### config.mk
export PLATFORM = sky130hd
export DESIGN_NAME = additive_voice
export DESIGN_NICKNAME = d
export VERILOG_FILES = /design/src/rtl/synth_pkg.sv /design/src/rtl/sine_lut.sv /design/src/rtl/additive_voice.sv
export SDC_FILE = /design/constraint.sdc
export NUM_CORES = 1
export LEC_CHECK = 0
export BUFFER_PORTS_ARGS = -buffer_cell sky130_fd_sc_hd__clkbuf_2
export CORE_ASPECT_RATIO = 1.1
export CORE_MARGIN = 2
export CORE_UTILIZATION = 50
export DETAILED_ROUTE_END_ITERATION = 6
export PLACE_DENSITY = 0.71
export SYNTH_ARGS = -nofsm -noshare
export SYNTH_HDL_FRONTEND = slang
export SYNTH_SLANG_ARGS = --single-unit
### constraint.sdc
create_clock -name CLK100MHZ -period 10 [get_ports CLK100MHZ]
set_input_delay 0 -clock CLK100MHZ [delete_from_list [all_inputs] [get_ports CLK100MHZ]]
set_output_delay 0 -clock CLK100MHZ [all_outputs]
set_load 0.02 [all_outputs]
### src/rtl/synth_pkg.sv
// Shared types and constants for the additive voice: LUT geometry, FSM encodings, sine table generator.
// Latency: n/a (compile-time content only).
// Backpressure: n/a.
package synth_pkg;

    // Default sine LUT geometry: depth is 2**SINE_AW entries of SINE_W bits.
    localparam int SINE_AW = 8;
    localparam int SINE_W  = 8;

    // 2*pi in Q30 fixed point, used to build the sine table at elaboration.
    localparam longint TWO_PI_Q30 = 64'sd6746518852;

    typedef enum logic [1:0] {
        ENV_IDLE,
        ENV_ATTACK,
        ENV_SUSTAIN,
        ENV_RELEASE
    } env_state_t;

    typedef enum logic [2:0] {
        FR_IDLE,
        FR_ISSUE,
        FR_ACC,
        FR_SCALE,
        FR_OUT
    } fr_state_t;

    // Offset sine entry: 2**(w-1) + round(( 2**(w-1) - 1 ) * sin(2*pi*idx / 2**aw)).
    // Evaluated with a Q30 Taylor series over a quarter wave so the table is
    // pure integer arithmetic and identical across tools.
    function automatic int sine_entry(input int idx, input int aw, input int w);
        longint n;
        longint j;
        longint x;
        longint x2;
        longint term;
        longint s;
        longint amp;
        longint v;
        n = longint'(1) << aw;
        j = longint'(idx) % (n / 2);
        if (j > n / 4) begin
            j = n / 2 - j;
        end
        x    = (j * TWO_PI_Q30) / n;
        x2   = (x * x) >>> 30;
        term = x;
        s    = x;
        for (int t = 1; t < 12; t++) begin
            term = (term * x2) >>> 30;
            term = -term / longint'((2 * t) * (2 * t + 1));
            s    = s + term;
        end
        if (longint'(idx) >= n / 2) begin
            s = -s;
        end
        amp = (longint'(1) << (w - 1)) - 1;
        v   = (s * amp + (longint'(1) << 29)) >>> 30;
        return int'(v) + (1 << (w - 1));
    endfunction

endpackage

### src/rtl/sine_lut.sv
// Synchronous offset-sine ROM, 2**LUT_AW x AMP_W, one read port.
// Latency: 1 cycle from i_addr to o_dat.
// Backpressure: none; a new address may be presented every cycle.
// Ports: i_clk clock, i_addr read address, o_dat registered table entry.
module sine_lut
    import synth_pkg::*;
#(
    parameter int LUT_AW = SINE_AW,
    parameter int AMP_W  = SINE_W
) (
    input  logic              i_clk,
    input  logic [LUT_AW-1:0] i_addr,
    output logic [AMP_W-1:0]  o_dat
);

    localparam int DEPTH = 1 << LUT_AW;

    logic [AMP_W-1:0] w_rom [DEPTH];

    for (genvar gi = 0; gi < DEPTH; gi++) begin : g_rom
        localparam logic [AMP_W-1:0] ENTRY = AMP_W'(sine_entry(gi, LUT_AW, AMP_W));
        assign w_rom[gi] = ENTRY;
    end

    // Output register only; no reset so the table can map onto block RAM.
    logic [AMP_W-1:0] r_dat;

    always_ff @(posedge i_clk) begin
        r_dat <= w_rom[i_addr];
    end

    assign o_dat = r_dat;

endmodule

### src/rtl/additive_voice.sv
// Additive voice: N_HARM harmonics of one phase accumulator through a shared sine LUT, scaled by an A/S/R envelope.
// Latency: sample_valid pulses N_HARM+3 cycles after each sample tick; one sample every DIV cycles while a note sounds.
// Backpressure: none; sample holds between sample_valid pulses and the consumer must take it within DIV cycles.
// Ports: CLK100MHZ clock, ck_rst async active-low reset, note_on key level, tune_word fundamental increment,
//        harm_en harmonic enables, sample/sample_valid PCM output, active envelope busy, env_level envelope value.
module additive_voice
    import synth_pkg::*;
#(
    parameter int CLK_HZ    = 100000000,
    parameter int SAMPLE_HZ = 48000,
    parameter int N_HARM    = 5,
    parameter int PHASE_W   = 24,
    parameter int LUT_AW    = SINE_AW,
    parameter int AMP_W     = SINE_W,
    parameter int ENV_DIV   = 64
) (
    input  logic                    CLK100MHZ,
    input  logic                    ck_rst,
    input  logic                    note_on,
    input  logic [PHASE_W-1:0]      tune_word,
    input  logic [N_HARM-1:0]       harm_en,
    output logic [AMP_W+N_HARM-1:0] sample,
    output logic                    sample_valid,
    output logic                    active,
    output logic [7:0]              env_level
);

    localparam int DIV    = CLK_HZ / SAMPLE_HZ;
    localparam int DIV_CW = (DIV > 1) ? $clog2(DIV) : 1;
    localparam int ENV_CW = (ENV_DIV > 1) ? $clog2(ENV_DIV) : 1;
    localparam int HK_W   = (N_HARM > 1) ? $clog2(N_HARM) : 1;
    localparam int ACC_W  = AMP_W + N_HARM;

    // ---------------- sample tick ----------------
    logic [DIV_CW-1:0] r_tick_cnt;
    logic              w_tick;

    assign w_tick = (r_tick_cnt == '0);

    always_ff @(posedge CLK100MHZ or negedge ck_rst) begin
        if (!ck_rst) begin
            r_tick_cnt <= '0;
        end else if (r_tick_cnt == DIV_CW'(DIV - 1)) begin
            r_tick_cnt <= '0;
        end else begin
            r_tick_cnt <= r_tick_cnt + DIV_CW'(1);
        end
    end

    // ---------------- envelope and phase ----------------
    env_state_t         r_env_state;
    env_state_t         w_env_state_nxt;
    logic [7:0]         r_env;
    logic [7:0]         w_env_nxt;
    logic [ENV_CW-1:0]  r_env_cnt;
    logic               w_env_step;
    logic [PHASE_W-1:0] r_phase;
    logic [PHASE_W-1:0] w_phase_nxt;

    assign w_env_step = (r_env_cnt == ENV_CW'(ENV_DIV - 1));

    // Key transitions win over level steps; a step is only taken when the
    // state is otherwise unchanged on this tick.
    always_comb begin
        w_env_state_nxt = r_env_state;
        w_env_nxt       = r_env;
        case (r_env_state)
            ENV_IDLE: begin
                if (note_on) begin
                    w_env_state_nxt = ENV_ATTACK;
                end
            end
            ENV_ATTACK: begin
                if (!note_on) begin
                    w_env_state_nxt = ENV_RELEASE;
                end else if (w_env_step) begin
                    if (r_env != 8'hFF) begin
                        w_env_nxt = r_env + 8'd1;
                    end
                    if (w_env_nxt == 8'hFF) begin
                        w_env_state_nxt = ENV_SUSTAIN;
                    end
                end
            end
            ENV_SUSTAIN: begin
                if (!note_on) begin
                    w_env_state_nxt = ENV_RELEASE;
                end
            end
            ENV_RELEASE: begin
                if (note_on) begin
                    w_env_state_nxt = ENV_ATTACK;
                end else if (w_env_step) begin
                    if (r_env != 8'h00) begin
                        w_env_nxt = r_env - 8'd1;
                    end
                    if (w_env_nxt == 8'h00) begin
                        w_env_state_nxt = ENV_IDLE;
                    end
                end
            end
            default: w_env_state_nxt = ENV_IDLE;
        endcase
    end

    // Phase stays parked at zero while silent so every note starts in phase.
    assign w_phase_nxt = (r_env_state == ENV_IDLE) ? '0 : (r_phase + tune_word);

    always_ff @(posedge CLK100MHZ or negedge ck_rst) begin
        if (!ck_rst) begin
            r_env_state <= ENV_IDLE;
            r_env       <= '0;
            r_env_cnt   <= '0;
            r_phase     <= '0;
        end else if (w_tick) begin
            r_env_state <= w_env_state_nxt;
            r_env       <= w_env_nxt;
            r_phase     <= w_phase_nxt;
            if ((w_env_state_nxt != r_env_state) || w_env_step) begin
                r_env_cnt <= '0;
            end else begin
                r_env_cnt <= r_env_cnt + ENV_CW'(1);
            end
        end
    end

    // ---------------- frame sequencer ----------------
    fr_state_t          r_fr_state;
    logic [PHASE_W-1:0] r_hp;
    logic [HK_W-1:0]    r_k;
    logic               r_rd_vld;
    logic [HK_W-1:0]    r_rd_k;
    logic [ACC_W-1:0]   r_acc;
    logic [ACC_W-1:0]   r_sample;
    logic               r_sample_vld;
    logic               w_fr_start;
    logic [LUT_AW-1:0]  w_lut_addr;
    logic [AMP_W-1:0]   w_lut_dat;
    logic [ACC_W+7:0]   w_prod;
    logic [ACC_W-1:0]   w_scaled;

    // Frames run whenever the envelope is, or is about to become, non-idle;
    // the tick that drops to idle still produces a final zero-level sample.
    assign w_fr_start = w_tick && ((r_env_state != ENV_IDLE) || (w_env_state_nxt != ENV_IDLE));
    assign w_lut_addr = r_hp[PHASE_W-1 -: LUT_AW];
    assign w_prod     = (ACC_W + 8)'(r_acc) * (ACC_W + 8)'(r_env);
    assign w_scaled   = ACC_W'(w_prod >> 8);

    sine_lut #(
        .LUT_AW (LUT_AW),
        .AMP_W  (AMP_W)
    ) u_sine_lut (
        .i_clk  (CLK100MHZ),
        .i_addr (w_lut_addr),
        .o_dat  (w_lut_dat)
    );

    always_ff @(posedge CLK100MHZ or negedge ck_rst) begin
        if (!ck_rst) begin
            r_fr_state   <= FR_IDLE;
            r_hp         <= '0;
            r_k          <= '0;
            r_rd_vld     <= 1'b0;
            r_rd_k       <= '0;
            r_acc        <= '0;
            r_sample     <= '0;
            r_sample_vld <= 1'b0;
        end else begin
            // LUT data lags the issued address by one cycle; r_rd_* tracks
            // which harmonic is on the LUT output right now.
            r_rd_vld     <= (r_fr_state == FR_ISSUE);
            r_rd_k       <= r_k;
            r_sample_vld <= (r_fr_state == FR_SCALE);
            if (r_rd_vld && harm_en[r_rd_k]) begin
                r_acc <= r_acc + (ACC_W'(w_lut_dat) >> r_rd_k);
            end
            case (r_fr_state)
                FR_IDLE: begin
                    if (w_fr_start) begin
                        r_hp       <= w_phase_nxt;
                        r_acc      <= '0;
                        r_k        <= '0;
                        r_fr_state <= FR_ISSUE;
                    end
                end
                FR_ISSUE: begin
                    // hp walks k*phase for k = 1..N_HARM.
                    r_hp <= r_hp + r_phase;
                    r_k  <= r_k + HK_W'(1);
                    if (r_k == HK_W'(N_HARM - 1)) begin
                        r_fr_state <= FR_ACC;
                    end
                end
                FR_ACC: begin
                    r_fr_state <= FR_SCALE;
                end
                FR_SCALE: begin
                    r_sample   <= w_scaled;
                    r_fr_state <= FR_OUT;
                end
                FR_OUT: begin
                    r_fr_state <= FR_IDLE;
                end
                default: begin
                    r_fr_state <= FR_IDLE;
                end
            endcase
        end
    end

    assign sample       = r_sample;
    assign sample_valid = r_sample_vld;
    assign active       = (r_env_state != ENV_IDLE);
    assign env_level    = r_env;

endmodule

# Yosys cells after proc, flatten, opt, wreduce, memory -nomap -nowiden
# Memories as Yosys holds them, arrays and structs flattened. A register that Yosys moved wholly into a read port is not among the register bits.
# Cells that the tools add are included.
[totals]
ff_bits = 113
word_cells = 97
romBits = 2048
in_bits = 32
memories = 1
[op_classes]
muxes = 37
shift = 1
addsub = 8
n_lt_le_gt_ge = 1
reduce_logical = 16
n_eq_ne = 18
n_mul = 1
bitwise_logic = 1
[mem_list]
columns = ["memory", "depth", "word_bits", "read_ports", "rd_clocked_by_memory_dff", "wr", "line", "text"]
rows = [
  ["(no name shown)", 256, 8, 1, 1, 0, "sine_lut.sv:29", "r_dat <= w_rom[i_addr];"],
]
[op_table]
columns = ["op", "count"]
rows = [
  ["two-way mux 8 bit", 12],
  ["adder 24 bit", 2],
  ["two-way mux 24 bit", 2],
  ["one-hot mux 24 bit (2 select lines)", 1],
  ["two-way mux 13 bit", 3],
  ["multiplier 13 x 8 -> 21 bit", 1],
  ["two-way mux 2 bit", 8],
  ["one-hot mux 8 bit (2 select lines)", 1],
  ["adder 13 bit", 1],
  [">> shifter 8 x 3 -> 13 bit", 1],
  ["adder 12 x 1 -> 12 bit (second input constant)", 1],
  ["== test 12 bit (second input constant)", 1],
  ["zero test 12 bit", 1],
  ["two-way mux 12 bit", 1],
  ["one-hot mux 3 bit (4 select lines)", 1],
  ["inequality test 2 bit (second input constant)", 5],
  ["two-way mux 3 bit", 3],
  ["NOT 8 -> 9 bit", 1],
  ["adder 8 x 1 -> 8 bit (second input constant)", 1],
  ["== test 8 bit (second input constant)", 1],
  ["zero test 8 bit", 1],
  ["inequality test 8 bit (second input constant)", 1],
  ["one-hot mux 2 bit (4 select lines)", 1],
  ["nonzero test 2 bit", 4],
  ["other kinds (23)", 28],
]

# Longest topological paths before layout
[depth]
word_depth = 15
depth_mapped = 22
ltp_nobuf = 19

# Hierarchy
# Synthesis repeated with hierarchy kept, for this count alone.
[hier_totals]
hier_cells = 1598
hier_area_um2 = 13158.9
[by_module_without_submodules]
columns = ["module", "n_inst", "cells_per_inst", "seq_area_each_um2", "area_per_inst_um2"]
rows = [
  ["additive_voice", 1, 1279, 2827.7, 11008.1],
  ["sine_lut", 1, 319, 160.2, 2150.8],
]

# Worst setup path before layout
# No wires, ideal clock.
[synth_path]
path_type = "register to register"
start = "register r_env[3], in the netlist env_level[3]"
end = "register r_sample[10], in the netlist sample[10]"
arrival_ns = 5.006
required_time_ns = 9.865
stages_incl_launch_ff = 20
setup_slack_ns = 4.859
cell_sequence = "dfrtp_1 clkbuf_1 clkbuf_1 clkbuf_1 and2_1 fa_1 fa_1 fa_1 inv_1 fa_1 inv_1 ha_1 nor3_1 nand2_1 o31ai_1 o211ai_1 and3_1 or3_1 nand2_1 o21ai_0"
[synth_via]
elab_chain_len = 1
[synth_lines]
columns = ["element", "line", "text"]
rows = [
  ["start: declaration", "additive_voice.sv:53", "logic [7:0] r_env;"],
  ["start signal: assignment", "additive_voice.sv:117", "r_env <= w_env_nxt;"],
  ["multiplier 13 x 8 -> 21 bit", "additive_voice.sv:146", "assign w_prod = (ACC_W + 8)'(r_acc) * (ACC_W + 8)'(r_env);"],
  ["end signal: assignment", "additive_voice.sv:198", "r_sample <= w_scaled;"],
  ["end: declaration", "additive_voice.sv:134", "logic [ACC_W-1:0] r_sample;"],
]
# No other way between the ends.
# A chain may end at the register's enable or synchronous reset.

# Worst setup path in the final report
[layout_path]
start = "register r_env[6], in the netlist env_level[6]"
end = "register r_sample[10], in the netlist sample[10]"
# The elaborated chain is that of the path after synthesis.

==> summary.txt <==
status - complete, but fails checks
failing checks - design-rule violations
I/O pin count - 55
cts bufs inserted - 17
core area - 0.0253 mm2
fmax - 181 MHz
setup bufs post-CTS - 0
clock sink count - 121
mean post-synth cell area - 8.10 um2
Worst Setup Path Type - reg -> reg
dominant synthesized flop cell - dfrtp_1
area added between synthesis and finish - 8.33%
vias in the first global route - 10,700
Global Route Usage Sum - 23.5%
async set or reset register ratio after synthesis - 93.4%
Final Setup Violations - 0
CTS H-tree lvls - 4
arrival time at the worst endpoint - 5820 ps
Worst setup EP type - register
clock-pin transition on the worst setup and hold timing paths - 60 ps
TNS Setup - 0 ps
CTS Hold Bufs - 2
mapped cell area - 0.0128 mm2
layout cells sized above 1 - 7.71%
CP startpoint kind - register
slowest cell on the critical path - dfrtp_1
Worst path most repeated cell - fa_1
detailed-placement wirelength estimate - 22,500 um
crit path cell chain - and2_1 -> fa_1 -> fa_1 -> fa_1 -> inv_1 -> fa_1 -> inv_1 -> ha_1 -> nor3_1 -> nand2_1 -> o31ai_1 -> o211ai_1 -> and3_1 -> or3_1 -> nand2_1 -> o21ai_0
routed length per instance - 16.0 um
non-filler instance count after layout - 1,942
CTS tree - done
clk_lat worst skew - 430 ps
drt pass-1 iters - 7
final WL - 31,000 um
Finished Core Util - 55.1%
synth unique cells - 71
Final Slew Violations - 0
Mapped Cells - 1,585
worst hold path class - in -> reg
Hold Fails Final Rpt - 0
Die X - 157 um
number of synthesized register bits - 121
Yosys warning total - 0
antenna violations before repair - 0
initial drt markers - 931
dominant cells by area after synthesis - dfrtp_1, ha_1, fa_1
Synth top area share - 22.0%
Clock Tree Root - clkbuf_16
Leak - 6.59 nW
DIE AREA - 0.0270 mm2
GRT overflow - 0
IO Port Bufs - 54
top-count cell post-synth - nand2_1
num rows - 61
global placer's final weighted congestion - 0.874
Power Density - 94.6 mW/mm2
Die Ht - 172 um
CTS Buffer Depth - 2
RSZ-0062 raised after global routing - false
Final Skew - 12.9 ps
Gates resized, CTS repair - 0
Routed Antenna Nets - 0
Post-synth EDFFs - 0
Worst VDD drop - 0.0816 mV
WP data required - 10,290 ps
final net count - 1,795
vias - 11,300
maxcap violations - 0
final worst-path cycle share - 55.4%
slowest stage delay, CP - 810 ps
Max-Slew Margin vs Limit - 36.2%
cell total after placement - 1,908
Min Clock Period, post-route - 5540 ps
first-pass GRT wire length - 51,800 um
drt drc - 7
Slew @ Worst Pin - 958 ps
register area share after synthesis - 23.3%
Synth top cells by count - nand2_1, nor2_1, inv_1
Synth Net Count - 1,797
worst-path maximum fanout - 24
Via density - 5.81
Initial Util - 50.8%
ant diodes - 0
Synth area leader - dfrtp_1
pin count of the biggest net entering global routing - 77
-- critical path, delay by kind of cell (launching register included) --
family / cells / cell delay [ps]
and+or+nand+nor: 6 / 1210
DFF: 1 / 810
buffers and inverters: 2 / 110
adders and majority gates: 5 / 2330
AOI/OAI and AO/OA: 3 / 950
-- sequential cells by signal, indices dropped and copies added (netlist names) --
name / count
r_hp: 24
r_phase: 24
r_acc: 13
sample: 13
r_tick_cnt: 12
env_level: 8
u_sine_lut.o_dat: 8
r_env_cnt: 6
r_fr_state: 3
r_k: 3
r_rd_k: 3
r_env_state: 2
r_rd_vld: 1
sample_valid: 1
-- layout make-up --
cell class	count	area (um2)
multi-input combinational	1251	9060
sequential	121	2990
fill	2334	11300
clock inverter	5	33.8
inverter	123	462
tap	346	433
clock buffer	27	546
timing repair buffer	69	390
-- routing by layer --
layer,track usage [%],vias to the layer above,wire length [um]
met1,31.7,5376,14100
met4,6.42,0,472
met5,0,-,0
met2,39.8,342,14900
li1,-,5528,-
met3,2.96,38,1530
-- path summary, 6_finish.rpt --
check	to	cells after the start	start	slack, ps
max in group asynchronous	r_phase[17]	3	ck_rst	8570
max reg2reg	sample[10]	16	env_level[6]	4460
min	r_phase[0]	4	tune_word[0]	5
min in group asynchronous	sample_valid	2	ck_rst	80
min reg2reg	r_rd_k[1]	0	r_k[1]	410
max	sample[10]	16	env_level[6]	4460
-- per-stage QoR --
step	hold WS, ps	cell area (um2)	total power (W)	setup slack (ps)
finish	4.76	13900	0.00132	4460
global route	42.7	13900	0.00138	4150
CTS	10.3	13900	0.00133	4470
detailed placement	4.64	13300	0.000730	4510
global placement	6.35	13300	0.000722	4660
floorplan	-296	12800	0.000666	4860
-- cells by family (layout without fill, tap and decap cells) --
| logic type | after synthesis | count (layout) | synth area share [%] |
|---|---|---|---|
| adder cells (fa/ha/maj) | 180 | 180 | 21.5 |
| AND/OR/NAND/NOR | 556 | 556 | 20.6 |
| multiplexers | 26 | 26 | 2.80 |
| AO/OA/AOI/OAI | 416 | 416 | 20.6 |
| buffers and inverters | 213 | 224 | 6.24 |
| flip-flops | 121 | 121 | 23.3 |
| XOR/XNOR | 73 | 73 | 4.98 |
-- where the power goes --
| part | internal [W] | total, W | switching (W) |
|---|---|---|---|
| registers | 0.000502 | 0.000528 | 0.0000261 |
| clock network | 0.000373 | 0.000597 | 0.000225 |
| logic | 0.0000832 | 0.000191 | 0.000108 |
| total | 0.000958 | 0.00132 | 0.000358 |
-- layout by cell type (no fill, tap or decap), types with 15 or more instances in the layout --
cell type,count
nand2_1,180
nor2_1,127
inv_1,122
o21ai_0,120
a21oi_1,118
ha_1,112
dfrtp_1,112
and2_1,82
fa_1,68
clkbuf_2,53
xnor2_1,47
nand3_1,41
nor3_1,27
xor2_1,26
nand2b_1,24
clkbuf_16,19
o31ai_1,17
a21o_1,16
nor2b_1,15
Note: power is estimated with default switching activity, not from simulation.
